File: src/rtl/csr_bank_pkg.sv
// csr_bank_pkg: shared constants for the CSR bank.
// Holds op encodings and the per-channel handshake state type.
package csr_bank_pkg;

    localparam logic [1:0] OP_WRITE  = 2'b00;
    localparam logic [1:0] OP_SET    = 2'b01;
    localparam logic [1:0] OP_CLEAR  = 2'b10;
    localparam logic [1:0] OP_TOGGLE = 2'b11;

    typedef enum logic {
        ST_IDLE = 1'b0,
        ST_ACK  = 1'b1
    } state_t;

endpackage

File: src/rtl/csr_reg_slice.sv
// csr_reg_slice: one CSR channel with req/ack FSM, op ALU, register.
// Ports: clock, reset, req/ack, op, wdata, wmask, lock, data_out, upd, err.
module csr_reg_slice
    import csr_bank_pkg::*;
#(
    parameter int                    DATA_WIDTH = 32,
    parameter bit                    PULSE      = 1'b0,
    parameter logic [DATA_WIDTH-1:0] RST_VAL    = '0
) (
    input  logic                  clock,
    input  logic                  reset,
    input  logic                  req,
    output logic                  ack,
    input  logic [1:0]            op,
    input  logic [DATA_WIDTH-1:0] wdata,
    input  logic [DATA_WIDTH-1:0] wmask,
    input  logic                  lock,
    output logic [DATA_WIDTH-1:0] data_out,
    output logic                  upd,
    output logic                  err
);

    localparam logic [DATA_WIDTH-1:0] IDLE_VAL = PULSE ? '0 : RST_VAL;

    state_t                state;
    logic [DATA_WIDTH-1:0] base;
    logic [DATA_WIDTH-1:0] d;
    logic [DATA_WIDTH-1:0] nxt;

    // Pulse channels compute from zero so a commit never leaks history.
    assign base = PULSE ? '0 : data_out;
    assign d    = wdata & wmask;

    always_comb begin
        nxt = base;
        unique case (op)
            OP_WRITE:  nxt = (base & ~wmask) | d;
            OP_SET:    nxt = base | d;
            OP_CLEAR:  nxt = base & ~d;
            OP_TOGGLE: nxt = base ^ d;
        endcase
    end

    always_ff @(posedge clock or posedge reset) begin
        if (reset) begin
            state    <= ST_IDLE;
            ack      <= 1'b0;
            upd      <= 1'b0;
            err      <= 1'b0;
            data_out <= IDLE_VAL;
        end else begin
            upd <= 1'b0;
            err <= 1'b0;
            // Pulse value lasts one cycle unless overwritten below.
            if (PULSE) begin
                data_out <= '0;
            end
            unique case (state)
                ST_IDLE: begin
                    if (req) begin
                        state <= ST_ACK;
                        ack   <= 1'b1;
                    end
                end
                ST_ACK: begin
                    state <= ST_IDLE;
                    ack   <= 1'b0;
                    if (req) begin
                        if (lock) begin
                            err <= 1'b1;
                        end else begin
                            upd      <= 1'b1;
                            data_out <= nxt;
                        end
                    end
                end
            endcase
        end
    end

endmodule

File: src/rtl/csr_bank.sv
// csr_bank: NUM_REGS independent CSR channels, flattened vector ports.
// Ports: clock, reset, req/ack, op, wdata, wmask, lock, data_out, upd, err.
module csr_bank
    import csr_bank_pkg::*;
#(
    parameter int                             NUM_REGS    = 3,
    parameter int                             DATA_WIDTH  = 32,
    parameter logic [NUM_REGS-1:0]            PULSE_MASK  = NUM_REGS'(1),
    parameter logic [NUM_REGS*DATA_WIDTH-1:0] RESET_VALUE = '0
) (
    input  logic                           clock,
    input  logic                           reset,
    input  logic [NUM_REGS-1:0]            req,
    output logic [NUM_REGS-1:0]            ack,
    input  logic [2*NUM_REGS-1:0]          op,
    input  logic [NUM_REGS*DATA_WIDTH-1:0] wdata,
    input  logic [NUM_REGS*DATA_WIDTH-1:0] wmask,
    input  logic [NUM_REGS-1:0]            lock,
    output logic [NUM_REGS*DATA_WIDTH-1:0] data_out,
    output logic [NUM_REGS-1:0]            upd,
    output logic [NUM_REGS-1:0]            err
);

    for (genvar i = 0; i < NUM_REGS; i++) begin : g_ch
        csr_reg_slice #(
            .DATA_WIDTH (DATA_WIDTH),
            .PULSE      (PULSE_MASK[i]),
            .RST_VAL    (RESET_VALUE[i*DATA_WIDTH +: DATA_WIDTH])
        ) u_slice (
            .clock    (clock),
            .reset    (reset),
            .req      (req[i]),
            .ack      (ack[i]),
            .op       (op[2*i +: 2]),
            .wdata    (wdata[i*DATA_WIDTH +: DATA_WIDTH]),
            .wmask    (wmask[i*DATA_WIDTH +: DATA_WIDTH]),
            .lock     (lock[i]),
            .data_out (data_out[i*DATA_WIDTH +: DATA_WIDTH]),
            .upd      (upd[i]),
            .err      (err[i])
        );
    end

endmodule

File: config.mk
export PLATFORM = sky130hd
export DESIGN_NAME = csr_bank
export DESIGN_NICKNAME = d
export VERILOG_FILES = /design/src/rtl/csr_bank_pkg.sv /design/src/rtl/csr_reg_slice.sv /design/src/rtl/csr_bank.sv
export SDC_FILE = /design/constraint.sdc
export NUM_CORES = 1
export LEC_CHECK = 0
export CAP_MARGIN = 30
export CORE_MARGIN = 3
export CORE_UTILIZATION = 30
export CTS_CLUSTER_DIAMETER = 120
export DETAILED_ROUTE_END_ITERATION = 7
export PLACE_DENSITY = 0.68
export SYNTH_ARGS = -nofsm -noshare
export SYNTH_HDL_FRONTEND = slang
export SYNTH_HIERARCHICAL = 1
export SYNTH_SLANG_ARGS = --single-unit
File: constraint.sdc
create_clock -name clock -period 3.1 [get_ports clock]
set_input_delay 0.93 -clock clock [delete_from_list [all_inputs] [get_ports clock]]
set_output_delay 0.93 -clock clock [all_outputs]
set_load 0.01 [all_outputs]
* After elaboration in Yosys (flattened, before gate mapping)
Index checks and enable logic that the tools add are counted.
Word-level totals: output and inout bits 105, bits of input ports 206, logic and storage cells 91, register bits 108
Cells by class: muxes and demuxes 36, reductions and logical operators 6, eq/ne operators 12, bitwise logic cells 22
Operator list (number):
- case mux 32 bit (4 select lines) | 2
- bitwise AND 32 bit | 7
- inverter 32 bit | 4
- OR 32 bit | 4
- 2-to-1 mux 32 bit | 3
- case mux 32 bit (2 select lines) | 1
- bitwise XOR 32 bit | 2
- 2-to-1 mux 1 bit | 24
- equality test 2 bit (second input constant) | 6
- case mux 1 bit (2 select lines) | 6
- equality test 2 x 1 -> 1 bit (second input constant) | 3
- logical NOT 2 bit | 3
- inequality test 2 bit (second input constant) | 3
- AND reduction 3 bit | 2
- inverter 1 bit | 5
- OR reduction 3 bit | 1

* Depth between registers and ports, before layout
depth after elaboration 6, gate-level depth with buffers 6

* Cells and area by module
Netlist, hierarchy kept.
By module, submodules not included:
- csr_reg_slice (g_ch[1].u_slice ...) | seq. area each 900.9 µm², area each 3231.8 µm², cells each 338, instances 2
- csr_reg_slice (g_ch[0].u_slice) | seq. area each 900.9 µm², area each 1453.9 µm², cells each 115, instances 1

* Worst setup path before layout
Ideal clock, no wire load.
path kind input to register, start input port lock[1], end register g_ch[1].u_slice.data_out[10], arrival 1.652 ns, setup time 0.133 ns, path buffers 3, slack 1.315 ns, cell stages on the path 6, cells stage by stage nand3b_1 > buf_6 > buf_6 > buf_6 > nand2_1 > o221ai_2
On the way: word-level cells in the longest chain between the ends 2
Ends and longest elaborated chain:
- from (decl) | RTL line csr_bank.sv:18 | input logic [NUM_REGS-1:0] lock,
- inverter 1 bit (no source line)
- AND reduction 3 bit (no source line)
- to (signal assigned) | RTL line csr_reg_slice.sv:73 | data_out <= nxt;
- to (decl) | RTL line csr_reg_slice.sv:18 | output logic [DATA_WIDTH-1:0] data_out,
No other way between the ends. A chain may end at the register's enable or synchronous reset.

* Final worst setup path
start register g_ch[2].u_slice.data_out[20], end output port data_out[84]
RTL lines:
- from (decl) | RTL line csr_reg_slice.sv:18
- from (signal assigned) | RTL line csr_reg_slice.sv:73
- to (decl) | RTL line csr_bank.sv:19 | output logic [NUM_REGS*DATA_WIDTH-1:0] data_out,
No word-level cell between the ends.

==> impl_summary.md <==
Run status
The run finished with clean final reports.

Timing
In this run the tightest slew margin relative to its limit is 0.501. After routing, the total negative slack on setup checks comes to 0 ns. On the final layout, the worst clock skew is 0.0142 ns.

The transition time of the tightest slew-check pin is between 0.7 and 0.8 ns. The number of setup violations in the final report is 0. The period utilization is 0.743. The worst path needs approximately 2.3 ns of the cycle, external delays included. Across all setup checks in the final design, the least slack found is 0.796 ns. The count of endpoints failing hold in the final timing report was 0.

Based on the critical path, the design can be clocked at up to 434 MHz. Setup repair after global routing left no endpoint under its margin. The number of pins with negative max-slew slack in the final report is 0.

Placed design
Timing analysis after detailed placement gives a worst setup slack of roughly 0.57 ns. The routability congestion estimate from global placement is about 0.74. The cell area reported after detailed placement is 0.0111 sq mm. The final HPWL from detailed placement is 16,200 um.

Counting tap cells, the placed design contains a total of ~1,400 instances. Buffers placed on the I/O ports in this run total 310.

Floorplanning
The floorplan has just under 60 rows. The top-level I/O count is 311. The area of the core is 0.0255 sq mm. The die width is 168 um.

The die covers between 0.02 and 0.03 sq mm. The initial utilization of the core area, before any placement, comes to 0.310. The die extent in y is 168 um.

Synthesis
The post-synthesis cell count is 791. The count of cell types in the netlist is 33. The net count of the mapped netlist is 1,061. Summing every instance area after synthesis gives 0.00792 sq mm. For this run, the register share of the synthesized area comes to 0.341. Each instance of the synthesized netlist takes up on average 10.0 sq um. In this run, synthesis produced a sequential element count of 108. The yosys synthesis warning count is 6.

CTS
The count of H-tree levels built during CTS is 3. TritonCTS built the clock tree. The number of sinks on the clock net is roughly 110. The cell at the root of the clock tree is clkbuf_16. Clock-pin slew was measured on the worst setup and hold paths at 0.09 ns. The count of buffers added by post-CTS timing repair for setup is 0. Clock latency on the worst-skew pair, taken at its later pin, is 0.35 ns. The number of gates resized after CTS is 0. In this run, CTS created clock tree buffers numbering 9. The clock passes through at most 2 buffers. The hold-fix buffer count after cts is 0.

Power and ir drop
The net switching power is between 1500 and 2000 uW. The internal portion of total power is 3090 uW. VDD sags by at most 0.000207 V. The share of total power dissipated in sequential elements is 0.383. The switching share of total power is 0.329. The leakage power is 0.00484 uW. Of the total power, combinational logic draws 0.357. The share of power burned in the clock network is 0.260. The power density normalized to cell area is 404 mW/mm^2.

Global route
The pin count of the biggest net entering global routing is 65. In the global route stage, overall resource usage came out at 0.149. The number of global-route vias before repair is 6,757.

Summed over all layers, the global routing overflow is 0. The first global-routing pass estimated 34,900 um of wire. The number of antenna violations at the first check in global routing is 0.

Cells and area
Fill cells in the final layout number 2,492. The repair_antennas step left the layout with diodes totalling 0. Of the cells placed in the final design, the portion with a size suffix greater than 1 is 0.133. Leaving out fill and tap cells, the most frequent cell in the layout is clkdlybuf4s50_1. In the layout the commonest cells are clkdlybuf4s50_1 (306), nand2_1 (196), dfrtp_1 (108), nand2b_1 (64), ha_1 (64). The layout overhead on the synthesized area is 44.2%. After the flow finishes, the layout carries non-filler instances totaling about 1,400.

The post-route cell area is 0.0114 sq mm. The final layout contains between 1,000 and 1,500 nets.

Route
The length of the first detailed-routing pass in iterations is 5. The overall via count from detail_route is between 6,000 and 7,000. The final routed DRC violation total is 0.

The number of violations reported at the end of detailed-routing iteration 0 is 331. The routed via count divided by cell count is 4.79. The total wire length is 21,800 um. The final antenna-violating net count is 0. The final routed wire length divided by cell count is 15.5 um.

Worst setup path
STA puts the critical path data arrival time at 1.37 ns. In this design, the stage delay of the slowest critical-path cell is 0.60 ns. Together, buffers and inverters on the worst path number 1. The data required time at the worst endpoint is 2.17 ns. The maximum fanout along the worst path is 4. The critical-path cell with the highest stage delay is clkdlybuf4s50_1. The nature of the critical path startpoint is a register. STA classifies the critical path endpoint as an output pin. The family of cells with the greatest summed delay on the critical path is buffers and inverters. Traced cell by cell, the critical path runs through clkdlybuf4s50_1. The worst setup path is of the register to output pin kind.

Hold path
The path category of the worst min-delay check is register to register.

Job
The count of maximum capacitance violations is 0.
[cells by family (layout without fill, tap and decap cells)]
group	count (synthesis)	after routing	synth area share
and+or+nand+nor	342	342	0.223
AOI/OAI and AO/OA	164	164	0.225
DFF	108	108	0.341
buffers and inverters	85	371	0.0743
adders and majority gates	64	64	0.101
muxes	28	28	0.0354
[final timing paths]
kind | from | endpoint | slack, ns | cells past startpoint
setup / recovery | g_ch[2].u_slice/data_out[20]$_DFFE_PP0P_ | data_out[84] | 0.80 | 1
hold / removal | g_ch[2].u_slice/state$_DFF_PP0_ | g_ch[2].u_slice/ack$_DFFE_PP0P_ | 0.47 | 1
setup reg to reg | g_ch[1].u_slice/state$_DFF_PP0_ | g_ch[1].u_slice/data_out[23]$_DFFE_PP0P_ | 1.61 | 4
hold reg to reg | g_ch[2].u_slice/state$_DFF_PP0_ | g_ch[2].u_slice/ack$_DFFE_PP0P_ | 0.47 | 1
max in group asynchronous | reset | g_ch[2].u_slice/data_out[0]$_DFFE_PP0P_ | 1.61 | 3
min in group asynchronous | reset | g_ch[0].u_slice/data_out[15]$_DFF_PP0_ | 1.09 | 3
[through the flow]
stage | total power [uW] | hold slack, ns | util
6_report | 4610 | 0.470 | 0.447
5_1_grt | 4950 | 0.496 | 0.447
4_1_cts | 4710 | 0.474 | 0.447
3_5_place_dp | 3460 | 0.463 | 0.435
3_3_place_gp | 3410 | 0.456 | 0.435
2_1_floorplan | 2660 | 0.431 | -
[metal layers]
layer  share of wire  track usage  up-vias
li1                -            -     3368
met3           0.098       0.0565       10
met4          0.0095       0.0359        0
met5               0            0        -
met2            0.48        0.252      217
met1            0.42        0.181     3140
[registers in the layout (all words and copies together), names as in the netlist]
signal and cells:
g_ch.u_slice/data_out 96, g_ch.u_slice/ack 3, g_ch.u_slice/err 3, g_ch.u_slice/state 3, g_ch.u_slice/upd 3
[power groups by stage]
stage / Combinational (uW) / Clock [uW] / Sequential, uW
after global placement: 1630 / 0 / 1790
after detailed placement: 1670 / 0 / 1800
after CTS: 1670 / 1260 / 1770
after global routing: 1840 / 1300 / 1800
final: 1650 / 1200 / 1770
after floorplan: 824 / 0 / 1840
[layout make-up]
class / count / area (sq um) / area share
tap: 330 / 413 / 0.0362
multi-input combinational: 598 / 4630 / 0.406
inverter: 34 / 128 / 0.0112
clock buffer: 10 / 239 / 0.0209
timing repair buffer: 321 / 3240 / 0.284
sequential: 108 / 2700 / 0.237
clock inverter: 6 / 62.6 / 0.00548
[Yosys cell counts, drive strengths merged]
cell type  number  area share
nand2         198       0.095
dfrtp         108        0.34
ha             64        0.10
nand2b         64       0.051
buf            45       0.054
inv            34       0.016
a21boi         32       0.030
a221oi         32       0.053
a2bb2oi        32       0.035
nor3           32       0.039
o221ai         32       0.054
o31ai          32       0.049
or2            32       0.025
mux2i          28       0.035
clkbuf          6      0.0041
nor2            6      0.0028
o21ai           4      0.0025
and2b           3      0.0030
and3            3      0.0025
nand3b          3      0.0044
nor2b           1     0.00079
No activity file was read; power rests on OpenSTA's default activity.
